[config.mk]
export PLATFORM = sky130hd
export DESIGN_NAME = and_chain_array
export DESIGN_NICKNAME = d
export VERILOG_FILES = /design/src/rtl/and_chain_array.sv
export SDC_FILE = /design/constraint.sdc
export NUM_CORES = 1
export LEC_CHECK = 0
export CELL_PAD_IN_SITES_DETAIL_PLACEMENT = 1
export CELL_PAD_IN_SITES_GLOBAL_PLACEMENT = 1
export CORE_MARGIN = 5
export CORE_UTILIZATION = 34
export CTS_CLUSTER_SIZE = 30
export DETAILED_ROUTE_END_ITERATION = 10
export GPL_TIMING_DRIVEN = 1
export PLACE_DENSITY = 0.88
export SETUP_SLACK_MARGIN = 0.15
export SLEW_MARGIN = 20
export SYNTH_ARGS = -nofsm -noshare
export SYNTH_HDL_FRONTEND = slang
export SYNTH_SLANG_ARGS = --single-unit
[constraint.sdc]
create_clock -name clk -period 1.1 [get_ports clk]
set_input_delay 0.165 -clock clk [delete_from_list [all_inputs] [get_ports clk]]
set_output_delay 0.165 -clock clk [all_outputs]
set_load 0.02 [all_outputs]
[src/rtl/and_chain_array.sv]
// and_chain_array: per-lane registered two-stage AND chain whose second
// stage is qualified by a saturating consecutive-cycle streak counter.
module and_chain_array #(
   parameter int NUM_CH = 5,
   parameter int HOLD   = 3,
   parameter int STICKY = 0,
   parameter int CNT_W  = $clog2(HOLD + 1)
) (
   input  logic              clk,
   input  logic              rst_n,
   input  logic              en,
   input  logic              clr,
   input  logic [NUM_CH-1:0] a,
   input  logic [NUM_CH-1:0] b,
   input  logic [NUM_CH-1:0] c,
   output logic [NUM_CH-1:0] d,
   output logic [NUM_CH-1:0] e,
   output logic [NUM_CH-1:0] f,
   output logic              f_all
);

   localparam logic [CNT_W-1:0] HOLD_C = CNT_W'(HOLD);
   localparam logic [CNT_W-1:0] ONE_C  = CNT_W'(1);

   logic [NUM_CH-1:0] d_q, d_d;
   logic [NUM_CH-1:0] e_q, e_d;
   logic [NUM_CH-1:0] f_q, f_d;
   logic [CNT_W-1:0]  cnt_q [NUM_CH];
   logic [CNT_W-1:0]  cnt_d [NUM_CH];
   logic              f_all_q, f_all_d;
   logic [NUM_CH-1:0] hit;

   always_comb begin
      d_d     = d_q;
      e_d     = e_q;
      f_d     = f_q;
      hit     = '0;
      f_all_d = f_all_q;
      for (int i = 0; i < NUM_CH; i++) begin
         cnt_d[i] = cnt_q[i];
      end
      if (clr) begin
         d_d     = '0;
         e_d     = '0;
         f_d     = '0;
         f_all_d = 1'b0;
         for (int i = 0; i < NUM_CH; i++) begin
            cnt_d[i] = '0;
         end
      end else if (en) begin
         d_d = a & b;
         // e uses the registered d, not the fresh a&b
         e_d = d_q & c;
         for (int i = 0; i < NUM_CH; i++) begin
            if (!e_q[i]) begin
               cnt_d[i] = '0;
            end else if (cnt_q[i] == HOLD_C) begin
               cnt_d[i] = HOLD_C;
            end else begin
               cnt_d[i] = cnt_q[i] + ONE_C;
            end
            hit[i] = (cnt_d[i] == HOLD_C);
            if (STICKY != 0) begin
               f_d[i] = f_q[i] | hit[i];
            end else begin
               f_d[i] = hit[i];
            end
         end
         f_all_d = &f_d;
      end
   end

   always_ff @(posedge clk or negedge rst_n) begin
      if (!rst_n) begin
         d_q     <= '0;
         e_q     <= '0;
         f_q     <= '0;
         f_all_q <= 1'b0;
         for (int i = 0; i < NUM_CH; i++) begin
            cnt_q[i] <= '0;
         end
      end else begin
         d_q     <= d_d;
         e_q     <= e_d;
         f_q     <= f_d;
         f_all_q <= f_all_d;
         for (int i = 0; i < NUM_CH; i++) begin
            cnt_q[i] <= cnt_d[i];
         end
      end
   end

   assign d     = d_q;
   assign e     = e_q;
   assign f     = f_q;
   assign f_all = f_all_q;

endmodule

==> impl_metrics.tcl, run 1 <==
set metrics [dict create \
    grt_pass1_vias 1271 \
    yosys.area.top_type "dfrtp_1" \
    path_class "register to register" \
    rsz0062_at_grt "true" \
    yosysSeqAreaShare 0.565 \
    synth.distinct_cells 13 \
    post-route-util 0.590 \
    status "complete, but fails checks" \
    syn_area_sq_um 1150 \
    grt_pass1_wl_mm 6.29 \
    yosysWarnings 0 \
    slowest_stage "dfrtp_2" \
    synthCells 119 \
    postRouteAntennaNets 0 \
    cp.arrival_ns 1.42 \
    totalWireLength_mm 4.41 \
    start_util 0.348 \
    cts_buffer_depth 2 \
    min_path_type "primary input to async pin" \
    tns_ns -0.116 \
    nets 197 \
    maxSlewHeadroom 0.839 \
    critical_path.max_stage_delay_ns 0.45 \
    ir_drop_v 0.000614 \
    rr_startpoint "e[3]" \
    crit_path_start "e[3]" \
    period_share 1.05 \
    worst_pin_slew_ns 0.240 \
    grt_overflow 0 \
    row_count 21 \
    critPathCaptureType "register" \
    powerDensity_nw_per_um2 986 \
    dpl.hpwl_mm 2.44 \
    vias_per_cell 5.30 \
    r2r-end "f_all" \
    grt_max_degree 39 \
    multiInputGateArea_sq_um 522 \
    cts_root_buffer "clkbuf_4" \
    fmaxAchievable_mhz 869 \
    fin_ws_ns -0.0503 \
    slew_violations 0 \
    die-area_sq_um 4650 \
    cts_made_buffers 3 \
    finalHoldViolations 0 \
    path_clk_slew_ns 0.17 \
    drt_pass1_iterations 4 \
    postSynthAreaPerCell_sq_um 9.67 \
    crit_chain "nand4_1, or3_1, a21oi_2" \
    drc 0 \
    fp.dieW_microns 68.2 \
    post-place-ws_ns -0.386 \
    crit_path_start_kind "register" \
    finalClockSkew_ns 0.0211 \
    cts-htree-levels 1 \
    grtUsageTotal 0.191 \
    hold_buffers 0 \
    reg2reg_slack_ns -0.05 \
    post_layout_nonfiller_instances 223 \
    synth_nets 138 \
    critPathMaxFanout 4 \
    maxCapViolCount 0 \
    reg2regPathDepth 3 \
    endpoint "f_all" \
    core-area_sq_um 3310 \
    period_needed_ns 1.15 \
    setup_viol 5 \
    num_io_pins 35 \
    n_fill_cell 361 \
    port_buffers 34 \
    cp.required_ns 1.37 \
    final-seq-area_sq_um 657 \
    p_leak_nw 0.827 \
    ys_ff_latch 26 \
    synth_top_area_share 0.565 \
    diodes 0 \
    violations "negative setup slack" \
    drt-initial-drc-count 24 \
    vias 1183 \
    wl_per_cell_microns 19.8 \
    cts_sinks 26 \
    tritoncts "yes" \
    synth.area.top_cells "dfrtp_1, nand2b_1, a21oi_1, nand3_1, o211ai_1" \
    grt_antenna_before_repair 0 \
    gp_congestion 0.699 \
    layout-drive-gt1-share 0.379 \
    clock_latency_ns 0.35 \
    chipHeight_microns 68.2 \
    dp_cells 209 \
    p_total_mw 1.92 \
    area_delta_synth_final_pct 69.6 \
]
==> layout make-up <==
| type | instances | area share |
|---|---|---|
| Sequential cell | 26 | 0.337 |
| Timing Repair Buffer | 62 | 0.330 |
| Multi-Input combinational cell | 80 | 0.267 |
| Tap cell | 46 | 0.0295 |
| Clock inverter | 1 | 0.0154 |
| Clock buffer | 3 | 0.0115 |
| Inverter | 5 | 0.00962 |
==> worst min-delay path by stage <==
stage	from	endpoint	slack, ns	cells after the start
2_1_floorplan	rst_n	cnt_q[0]	-0.13	0
3_3_place_gp	f[4]	f[4]	0.53	2
3_5_place_dp	rst_n	f[4]	0.54	2
4_1_cts	rst_n	f[4]	0.17	2
5_1_grt	rst_n	cnt_q[1]	0.15	2
6_report	rst_n	cnt_q[1]	0.15	2
==> power by group <==
part | switching, mW | internal [mW]
logic | 0.118 | 0.143
clock network | 0.319 | 0.369
registers | 0.00951 | 0.966
total | 0.446 | 1.48
==> logic make-up after synthesis <==
group           synth area share
flops                      0.565
simple gates               0.245
buf+inv                   0.0446
compound gates             0.146
==> synth_stat cells <==
| master | count |
|---|---|
| dfrtp_1 | 26 |
| nand4_1 | 2 |
| nor2b_1 | 5 |
| buf_2 | 2 |
| nand3_1 | 15 |
| inv_1 | 5 |
| buf_1 | 2 |
| or3_1 | 1 |
| nor3_1 | 5 |
| clkbuf_1 | 4 |
| nand2b_1 | 21 |
| o211ai_1 | 5 |
| a21oi_1 | 26 |
==> routing by layer <==
layer	wire length [microns]	GRT usage	part of all wire	up-vias
met3	270	0.0509	0.061	14
met1	1630	0.206	0.37	592
met2	2340	0.341	0.53	53
li1	-	-	-	524
met5	0	0	0	-
met4	169	0.0993	0.038	0
==> placed cells by master, fill, tap and decap left out <==
master	synthesis	layout
a21oi_1	26	22
a21oi_2	0	4
buf_12	0	3
buf_4	0	15
buf_6	0	26
bufinv_16	0	1
clkbuf_4	0	3
clkdlybuf4s50_1	0	17
dfrtp_1	26	21
dfrtp_2	0	5
dlygate4sd2_1	0	1
inv_1	5	5
nand2b_1	21	19
nand2b_4	0	2
nand3_1	15	13
nand3_2	0	2
nand4_1	2	2
nor2b_1	5	2
nor2b_2	0	1
nor2b_4	0	2
nor3_1	5	2
nor3_2	0	3
o211ai_1	5	5
or3_1	1	1
==> timing repair <==
| item | CTS | global route |
|---|---|---|
| pin swaps | 2 | 4 |
| gates resized for setup | 109 | 17 |
| endpoints found under the setup margin | 38 | 29 |
| buffers inserted | 7 | 3 |
==> worst max-delay path, delay by kind of cell (launching register included) <==
kind            cells  cell delay [ns]
simple gates        2             0.50
flops               1             0.45
compound gates      1             0.12
==> sequential cells by signal, summed over array words and instances, names as in the netlist <==
register  flops
f             5
e             5
cnt_q        10
f_all         1
d             5
==> stage by stage <==
step	hold slack, ns	cell area [sq um]
after global placement	0.529	1690
after floorplan	-0.131	1160
after detailed placement	0.543	1690
final	0.146	1950
after CTS	0.166	1860
after global routing	0.150	1950
(Power assumes the default switching activity.)
==> inputs of run 2 (changes only) <==
ABC_AREA = 1   (was unset)
CORE_UTILIZATION = 33   (was 34)
PLACE_DENSITY = 0.87   (was 0.88)
==> impl_metrics.tcl, run 2 <==
set metrics [dict create \
    yosysMostFrequentCell "nand2_1" \
    cts-htree-levels 1 \
    wl_per_cell_microns 20.8 \
    top_register "cnt_q" \
    tns_ns 0 \
    period_share 0.999 \
    grt_antenna_before_repair 0 \
    diodes 0 \
    crit_chain "buf_6" \
    synth_top_area_share 0.589 \
    min_path_type "primary input to async pin" \
    port_buffers 34 \
    clock_latency_ns 0.33 \
    synth.distinct_cells 17 \
    switching_power_uw 437 \
    postSynthAreaPerCell_sq_um 9.52 \
    yosysSeqAreaShare 0.589 \
    p_sw_frac 0.252 \
    path_clk_slew_ns 0.15 \
    setup_viol 0 \
    tritoncts "yes" \
    cell_internal_pwr_mw 1.30 \
    synth_nets 135 \
    post-place-ws_ns -0.230 \
    grt_pass1_wl_mm 6.26 \
    layout-drive-gt1-share 0.449 \
    synth.area.top_cells "dfrtp_1, nand2_1, nand2_2, nand3_1, o22ai_1" \
    row_count 21 \
    fp.dieW_microns 67.9 \
    fin_ws_ns 0.000952 \
    slowest_stage "dfrtp_1" \
    synth-async-reset-ratio 1.00 \
    hold_buffers 0 \
    path_class "register to output pin" \
    crit_path_start_kind "register" \
    nets 205 \
    synth_ff_type "dfrtp_1" \
    cts_made_buffers 3 \
    period_needed_ns 1.10 \
    rr_startpoint "e[0]" \
    num_io_pins 35 \
    cp.arrival_ns 0.93 \
    synth_commonest_cells "nand2_1, dfrtp_1, nand3_1" \
    largest_reg_flops 10 \
    cts_root_buffer "clkbuf_4" \
    gp_congestion 0.785 \
    yosys.area.top_type "dfrtp_1" \
    status "completed" \
    finalHoldViolations 0 \
    vias 1159 \
    totalWireLength_mm 4.80 \
    maxSlewHeadroom 0.800 \
    start_util 0.336 \
    drc 0 \
    p_comb_frac 0.144 \
    area_delta_synth_final_pct 74.5 \
    grt_overflow 0 \
    worst_pin_slew_ns 0.299 \
    n_fill_cell 371 \
    critical_path.top_delay_family "flip-flops" \
    chipHeight_microns 67.9 \
    yosysWarnings 0 \
    grt_pass1_vias 1289 \
    drt_pass1_iterations 4 \
    final_common_cell "buf_6" \
    vias_per_cell 5.02 \
    synth_edf_count 0 \
    dpl.hpwl_mm 2.59 \
    slew_violations 0 \
    maxCapViolCount 0 \
    sequentialPowerShare 0.562 \
    postRouteAntennaNets 0 \
    mostFrequentLayoutCells "buf_6, dfrtp_1, nand2_1, clkdlybuf4s50_1, buf_4" \
    cts_sinks 26 \
    crit_buf_inv 1 \
    critPathMaxFanout 2 \
    powerDensity_nw_per_um2 899 \
    cts_buffer_depth 2 \
    die-area_sq_um 4600 \
    fmaxAchievable_mhz 910 \
    clkPwrFrac 0.294 \
    rsz0062_at_grt "true" \
    p_leak_nw 0.934 \
    syn_area_sq_um 1100 \
    ys_ff_latch 26 \
    core-area_sq_um 3280 \
    grt_max_degree 27 \
    cp.required_ns 0.94 \
    ir_drop_v 0.000457 \
    crit_path_start "e[0]" \
    synthCells 116 \
    grtUsageTotal 0.187 \
    drt-initial-drc-count 45 \
    critPathCaptureType "output pin" \
    finalClockSkew_ns 0.00691 \
    critical_path.max_stage_delay_ns 0.45 \
    p_total_mw 1.73 \
]
==> run 2: cell types whose count changed after synthesis, moves of 4 or more <==
cell	change
nand2_1	+27
a21oi_1	-26
nand2b_1	-21
nand2_2	+10
o22ai_1	+7
o21ai_0	+6
o21ai_1	+6
nor2b_1	-5
nor3_1	-5
o211ai_1	-5
clkbuf_1	-4
nor2_1	+4
==> run 2: metrics by stage <==
step / util / instance area (sq um) / cells / hold slack, ns
floorplan: - / 1100 / 116 / -0.131
global placement: 0.500 / 1640 / 214 / 0.482
detailed placement: 0.500 / 1640 / 214 / 0.489
CTS: 0.552 / 1810 / 227 / 0.186
global route: 0.587 / 1930 / 231 / 0.167
finish: 0.587 / 1930 / 231 / 0.162
==> run 2: power by group through the flow <==
| stage | Clock [mW] | Sequential (mW) | Combinational [mW] |
|---|---|---|---|
| after floorplan | 0 | 1.00 | 0.0533 |
| after global placement | 0 | 0.989 | 0.210 |
| after detailed placement | 0 | 0.990 | 0.217 |
| after CTS | 0.497 | 0.973 | 0.234 |
| after global routing | 0.551 | 0.976 | 0.263 |
| final | 0.509 | 0.975 | 0.250 |
==> run 2: final cells by class <==
class                      instances  area, sq um  share of cell area
clock buffer                       4         36.3              0.0188
sequential                        26          651               0.337
multi-input combinational         77          455               0.236
inverter                          11         46.3              0.0240
tap                               46         57.6              0.0299
timing repair buffer              67          682               0.354
==> run 2: final timing paths <==
path                               to  slack [ns]  cells after the start
worst max-delay path             e[0]       0.001                      1
worst min-delay path             f[2]        0.16                      2
worst max register to register  f_all        0.01                      6
worst min register to register   f[3]        0.55                      2
max in group asynchronous        f[3]        0.79                      2
min in group clk                 f[4]        0.29                      4
==> run 2: what timing repair did <==
| item | CTS | global route |
|---|---|---|
| resized for setup | 109 | 26 |
| pin swaps | 6 | 6 |
| endpoints found under the setup margin | 28 | 34 |
| cloned | 1 | 0 |
| setup buffers | 8 | 5 |
==> run 2: logic make-up after synthesis <==
group           synth area share
simple gates               0.257
compound gates            0.0940
buf+inv                   0.0600
flops                      0.589
==> run 2: routing by layer <==
metal,GRT usage,part of all wire,vias up
met5,0,0,-
met4,0.107,0.044,0
met3,0.0246,0.030,14
met2,0.354,0.55,40
met1,0.198,0.37,585
li1,-,-,520
==> inputs of run 3 (changes only) <==
SKIP_LAST_GASP = 1   (was unset)
==> impl_metrics.tcl, run 3 (synthesis gave the netlist of run 2 again) <==
set metrics [dict create \
    grt_pass1_wl_mm 6.26 \
    drc 0 \
    drt_pass1_iterations 4 \
    path_clk_slew_ns 0.14 \
    dpl.hpwl_mm 2.59 \
    period_share 1.07 \
    vias 1135 \
    path_class "register to register" \
    clock_latency_ns 0.34 \
    reg2regPathDepth 6 \
    period_needed_ns 1.17 \
    ir_drop_v 0.000453 \
    fp.dieW_microns 67.9 \
    rr_startpoint "cnt_q[1]" \
    reg2reg_slack_ns -0.07 \
    violations "negative setup slack" \
    maxCapViolCount 0 \
    slew_violations 0 \
    gp_congestion 0.785 \
    die-area_sq_um 4600 \
    finalHoldViolations 0 \
    start_util 0.336 \
    finalClockSkew_ns 0.00228 \
    critPathCaptureType "register" \
    cp.arrival_ns 1.47 \
    area_delta_synth_final_pct 73.3 \
    grt_pass1_vias 1289 \
    postRouteAntennaNets 0 \
    cts-htree-levels 1 \
    crit_path_start_kind "register" \
    fin_ws_ns -0.0727 \
    r2r-end "f_all" \
    cts_root_buffer "clkbuf_4" \
    core-area_sq_um 3280 \
    grt_overflow 0 \
    p_leak_nw 0.930 \
    tritoncts "yes" \
    wl_per_cell_microns 20.0 \
    fmaxAchievable_mhz 853 \
    worst_pin_slew_ns 0.277 \
    mostFrequentLayoutCells "buf_6, dfrtp_1, nand2_1, buf_4, clkdlybuf4s50_1" \
    vias_per_cell 4.91 \
    nets 205 \
    powerDensity_nw_per_um2 906 \
    min_path_type "primary input to async pin" \
    n_fill_cell 367 \
    post-place-ws_ns -0.230 \
    rsz0062_at_grt "true" \
    totalWireLength_mm 4.62 \
    grt_antenna_before_repair 0 \
    row_count 21 \
    diodes 0 \
    setup_viol 1 \
    cp.required_ns 1.40 \
    top_register "cnt_q" \
    largest_reg_flops 10 \
    num_io_pins 35 \
    port_buffers 34 \
    maxSlewHeadroom 0.815 \
    critPathMaxFanout 3 \
    grt_max_degree 27 \
    grtUsageTotal 0.187 \
    stdcell_area_sq_um 1910 \
    final_common_cell "buf_6" \
    drt-initial-drc-count 49 \
    status "complete, but fails checks" \
    cts_made_buffers 3 \
    cts_buffer_depth 2 \
    post_dp_cell_area_sq_um 1640 \
    cts_sinks 26 \
    chipHeight_microns 67.9 \
    layout-drive-gt1-share 0.438 \
    p_total_mw 1.73 \
]
## run 3: cell counts in the layout (fill, tap and decap cells not counted)
Identical to the previous run, type by type.
## run 3: metrics by stage
stage          hold slack [ns]  TNS, ns  utilization  std cells
3_5_place_dp             0.489    -4.87        0.500        214
2_1_floorplan           -0.131        0            -        116
6_report                 0.166  -0.0727        0.583        231
3_3_place_gp             0.482    -3.82        0.500        214
4_1_cts                  0.186        0        0.552        227
5_1_grt                  0.151   -0.332        0.583        231
## run 3: worst max path at each step
stage | cells past startpoint | start | to
final | 6 | cnt_q[1] | f_all
after global routing | 6 | cnt_q[1] | f_all
after CTS | 1 | e[1] | e[1]
after detailed placement | 7 | en | f[4]
after global placement | 5 | clr | d[1]
after floorplan | 4 | e[4] | f_all
## run 3: metal layers
layer  GRT usage  vias to the layer above  routed length (microns)
met2       0.354                       34                     2390
met5           0                        -                        0
met4       0.107                        0                      251
met3      0.0246                       20                      182
met1       0.198                      560                     1800
li1            -                      521                        -
## run 3: report_power, final
group / internal [mW] / switching (mW) / leakage (nW)
sequential: 0.966 / 0.00858 / 0.361
clock: 0.204 / 0.308 / 0.0210
combinational: 0.128 / 0.120 / 0.548
total: 1.30 / 0.437 / 0.930
## run 3: area by class of cell
class	count	area, sq um	share of cell area
Tap cell	46	57.6	0.0301
Inverter	11	46.3	0.0242
Timing Repair Buffer	67	671	0.350
Sequential cell	26	651	0.340
Clock buffer	4	36.3	0.0190
Multi-Input combinational cell	77	453	0.237
## run 3: worst max-delay path, cell delays in order, from the launching register on
cell,delay (ns)
dfrtp_1,0.45
inv_1,0.10
nand2_1,0.13
nand3_4,0.11
nor2_2,0.15
nand2_1,0.11
nand2_1,0.08
## run 3: repair_timing
item                                   4_1_cts  5_1_grt
cloned                                       1        0
gates resized for setup                    109       21
hold buffers                                 0        0
setup endpoints to repair                   28       34
endpoints found under the hold margin        0        0
pin swaps                                    6        6
setup buffers                                8        5
==> RTL edit 1 (flow settings as in run 2) <==
`d_q` no longer has a reset.
--- a/src/rtl/and_chain_array.sv
+++ b/src/rtl/and_chain_array.sv
@@ -72,7 +72,6 @@
 
    always_ff @(posedge clk or negedge rst_n) begin
       if (!rst_n) begin
-         d_q     <= '0;
          e_q     <= '0;
          f_q     <= '0;
          f_all_q <= 1'b0;
@@ -80,7 +79,6 @@
             cnt_q[i] <= '0;
          end
       end else begin
-         d_q     <= d_d;
          e_q     <= e_d;
          f_q     <= f_d;
          f_all_q <= f_all_d;
@@ -90,6 +88,10 @@
       end
    end
 
+   always_ff @(posedge clk) begin
+      d_q <= d_d;
+   end
+
    assign d     = d_q;
    assign e     = e_q;
    assign f     = f_q;
Behaviour: not the same (a bounded check fails within 4 cycles, from zero or initial values and one cycle with rst_n low).
==> RTL edit 1 against run 2 <==
  * Synthesized area shrank 2.0%
  * Global-route usage shrank 0.85 points
  * Final area grew 0.91%
  * Synthesized cell count grew 4.3%
  * Clock skew grew 0.0021 ns
  * Sequential cell count is the same
  * Core utilization grew 4.0 points
  * Clock power grew 34%
  * Total power grew 13%
  * Routed wire length shrank 22%
  * Setup slack gained 0.014 ns
  * Count of clock-buffer cells in the layout shrank 1
  * Critical endpoint is now f[4]
==> RTL edit 1: results (changes against run 2) <==
* Syn Nets at 140 (+3.7%)
* H-tree depth at 1 (unchanged)
* R2R Setup Slk at 0.09 ns (+0.08 ns)
* Leakage at 0.850 nW (-8.9%)
* Distinct cells, synth at 17 (unchanged)
* Peak VDD IR at 591 uV (+29%)
* Critical Path Fanout Max at 2 (unchanged)
* Status: finished, final reports clean
* Largest net degree at the start of global routing at 22 (-19%)
* PortBufs at 34 (unchanged)
* Post-synth top cells: dfrtp_1, nand3_1, o21ai_0
* All-Layer GR Usage at 17.9% (-0.85 points)
* Top delay family on crit path: flip-flops
* Launch point of the worst path: f[4]
* 1st-pass router iterations at 4 (unchanged)
* GPL Wtd Cong at 0.757 (-3.6%)
* Vias at 1152 (-0.60%)
* Layout Nets at 207 (+0.98%)
* Vias in the first global route at 1304 (+1.2%)
* Slowest stage delay, CP at 0.45 ns (about the same)
* Reg-to-reg critical path startpoint: cnt_q[3]
* Asr flop ratio synth at 80.8% (-19 points)
* Synth area leaders: dfrtp_1, dfxtp_1, nand3_1
* Clock tree buffer depth at 2 (unchanged)
* Skew final at 0.00897 ns (+0.00206 ns)
* DR WL/cell at 16.2 um (-22%)
* First-pass GRT wire length at 6090 um (-2.8%)
* Sequential area share after synthesis at 57.8% (-1.1 points)
* Diode count at 0 (unchanged)
* Pre-CTS WS at -0.294 ns (-0.0642 ns)
* Worst Tran Pin Value at 0.217 ns (-0.0824 ns)
* Share of layout cells above drive strength 1 at 49.7% (+4.9 points)
* Dpl hpwl at 2630 um (+1.6%)
* Fin worst setup slack at 0.0153 ns (+0.0143 ns)
[RTL edit 1: cell types whose count changed in the layout (fill, tap and decap cells not counted), sizes merged, moves of 3 or more]
cell and change:
nor2 +6, nand2 -24, a21oi +6, dfxtp +5
dfrtp -5, nand3 +7, o21ai +8, o22ai -3
[RTL edit 1: final timing paths]
| path | cells past startpoint | to |
|---|---|---|
| hold reg to reg | 1 | cnt_q[0] |
| hold / removal | 2 | f[2] |
| setup reg to reg | 4 | f[3] |
| min in group clk | 3 | e[0] |
| max in group asynchronous | 2 | e[4] |
| setup / recovery | 1 | f[4] |
[RTL edit 1: kinds of logic after synthesis]
| group | Yosys count | synth area share, % |
|---|---|---|
| AOI/OAI and AO/OA | 32 | 16.4 |
| DFF | 26 | 57.8 |
| and+or+nand+nor | 47 | 19.8 |
| buffers and inverters | 16 | 6.01 |
[RTL edit 1: final cells by class]
type	instances	area, um^2
fill	367	1160
timing repair buffer	66	652
sequential	26	636
multi-input combinational	79	503
tap	44	55.1
inverter	12	47.5
clock inverter	1	30.0
clock buffer	3	22.5
[RTL edit 1: layer usage]
metal	GRT usage, %	vias up	part of all wire (%)
li1	-	544	-
met1	19.7	568	40
met2	34.1	38	53
met3	3.83	2	6.8
met4	5.06	0	0.27
met5	0	-	0
[RTL edit 1: power breakdown]
part	leakage, nW	internal, W	switching, W	total (W)
combinational	0.492	0.000159	0.000138	0.000297
sequential	0.331	0.000973	0.0000139	0.000987
clock	0.0279	0.000368	0.000311	0.000680
[RTL edit 1: repair_timing]
action / 4_1_cts / 5_1_grt
pin swaps: 6 / 14
resized for setup: 122 / 37
buffers inserted: 5 / 5
endpoints found under the setup margin: 36 / 30
[RTL edit 1: stage by stage]
stage,setup TNS [ns],area (um^2),std cells,hold WS [ns],utilization [%]
final,0,1950,231,0.149,62.7
after global routing,-0.126,1950,231,0.134,62.7
after CTS,0,1810,226,0.154,58.5
after detailed placement,-6.01,1640,217,0.468,52.8
after global placement,-4.09,1640,217,0.475,52.8
after floorplan,0,1090,121,-0.131,-
==> RTL edit 2 (config.mk and constraints of run 2) <==
Without the edit above. Set the parameter `STICKY` to 1 (it was 0).
--- a/src/rtl/and_chain_array.sv
+++ b/src/rtl/and_chain_array.sv
@@ -3,7 +3,7 @@
 module and_chain_array #(
    parameter int NUM_CH = 5,
    parameter int HOLD   = 3,
-   parameter int STICKY = 0,
+   parameter int STICKY = 1,
    parameter int CNT_W  = $clog2(HOLD + 1)
 ) (
    input  logic              clk,
Formal check against the unedited RTL: not equivalent (Yosys sat finds a counterexample within 10 cycles, from zero or initial values and one cycle with rst_n low).
==> RTL edit 2 against run 2 <==
  * Synthesized cell count grew 6.9%
  * Critical endpoint is now e[4]
  * First-iteration DRC count down 4.4%
  * Via count down 5.4%
  * Final area decreased by 3.1%
  * Routed wire length fell by 30%
  * Total power shrank 6.6%
  * Clock power fell by 20%
  * Sequential cell count unchanged
  * Final cell count increased by 0.87%
  * Sequential share of layout area grew 1.1 points
  * Synthesized area up 4.0%
  * Setup slack better by 0.046 ns
  * Clock skew is 0.0031 ns higher
==> RTL edit 2: results (changes against run 2) <==
* Placed inst area at 1700 um^2 (+3.7%)
* Cells after DPL at 223 (+4.2%)
* All-Layer GR Usage at 15.6% (-3.2 points)
* Syn avg cell area at 9.26 um^2 (-2.7%)
* Syn Nets at 143 (+5.9%)
* Asr flop ratio synth at 100% (unchanged)
* Slowest stage delay, CP at 0.43 ns (-0.02 ns)
* First-pass GRT wire length at 5550 um (-11%)
* CP max stage cell: dfrtp_1
* Share of layout cells above drive strength 1 at 41.2% (-3.7 points)
* Post-synth top cells: nand2_1, dfrtp_1, o21ai_0
* Max FFs per register at 10 (unchanged)
* Filler cells at 415 (+12%)
* Yosys Warn Count at 0 (unchanged)
* Skew final at 0.0100 ns (+0.00310 ns)
* Peak VDD IR at 386 uV (-16%)
* CTS root buf: clkbuf_4
* 1st-pass router iterations at 4 (unchanged)
* Fin cells at 233 (+0.87%)
* Final wirelength at 3370 um (-30%)
* Synth area leaders: dfrtp_1, nand2_1, o21ai_2
* Max-Slew Margin vs Limit at 86.4% (+6.3 points)
* DR iter-0 viols at 43 (-4.4%)
* Initial antenna violation count at 0 (unchanged)
* GPL Wtd Cong at 0.746 (-5.0%)
* Vias in the first global route at 1261 (-2.2%)
* Vias/cell at 4.70 (-6.2%)
* Sequential area share after synthesis at 56.6% (-2.2 points)
* Worst Path Arrival at 0.89 ns (-0.04 ns)
* Dpl hpwl at 2460 um (-4.9%)
* Reg-to-reg critical path startpoint: f_all
* CTS Buf Count at 3 (unchanged)
* Cell Int Power at 0.00122 W (-5.8%)
* Path depth of the worst reg2reg path at 5 (-1)
* R2R Setup Slk at 0.12 ns (+0.11 ns)
* Status: finished, final reports clean
* Leakage at 0.910 nW (-2.5%)
* Top_reg_cell synth: dfrtp_1
* Layout Nets at 208 (+1.5%)
* Distinct cells, synth at 13 (-4)
* Clock tree buffer depth at 2 (unchanged)
-- RTL edit 2: power groups by stage --
| stage | Combinational (W) | Clock (W) | Sequential, W |
|---|---|---|---|
| after floorplan | 0.0000644 | 0 | 0.00100 |
| after global placement | 0.000221 | 0 | 0.000989 |
| after detailed placement | 0.000231 | 0 | 0.000990 |
| after CTS | 0.000239 | 0.000411 | 0.000974 |
| after global routing | 0.000259 | 0.000459 | 0.000975 |
| final | 0.000240 | 0.000406 | 0.000974 |
-- RTL edit 2: how the worst max path moves through the flow --
stage / start / slack, ns / to / depth (start not counted)
after floorplan: e[0] / 0.19 / f_all / 4
after global placement: en / -0.12 / f_all / 6
after detailed placement: clr / -0.22 / cnt_q[8] / 5
after CTS: d[2] / 0.04 / d[2] / 1
after global routing: e[2] / -0.004 / e[2] / 1
final: e[4] / 0.05 / e[4] / 1
-- RTL edit 2: through the flow --
stage	hold WS, ns	power (W)	TNS, ns	setup WS (ns)	util, %
2_1_floorplan	-0.131	0.00107	0	0.186	-
3_3_place_gp	0.500	0.00121	-2.36	-0.124	50.6
3_5_place_dp	0.513	0.00122	-4.01	-0.220	50.6
4_1_cts	0.198	0.00162	0	0.0363	54.1
5_1_grt	0.182	0.00169	-0.00414	-0.00414	55.6
6_report	0.187	0.00162	0	0.0472	55.6
-- RTL edit 2: repair_timing --
action,4_1_cts,5_1_grt
pin swaps,3,5
endpoints found under the setup margin,25,19
buffers inserted,5,2
gates resized for setup,110,13
-- RTL edit 2: cells by family (layout without fill, tap and decap cells) --
logic type / after synthesis / count (layout) / share of synthesized area, %
buffers and inverters: 15 / 78 / 7.08
DFF: 26 / 26 / 56.6
AOI/OAI and AO/OA: 40 / 40 / 21.6
and+or+nand+nor: 43 / 43 / 14.7
-- RTL edit 2: metal layers --
layer / share of wire (%) / wire length (um) / vias to the layer above / global-route usage [%]
met4: 0.21 / 7 / 0 / 2.68
met1: 43 / 1450 / 532 / 18.5
met2: 52 / 1750 / 30 / 28.8
met3: 5.0 / 170 / 2 / 3.40
met5: 0 / 0 / - / 0
li1: - / - / 532 / -
-- RTL edit 2: area by class of cell --
type,instances,area share [%]
clock buffer,3,1.20
inverter,12,2.54
multi-input combinational,83,25.2
sequential,26,34.8
tap,46,3.08
timing repair buffer,63,33.2
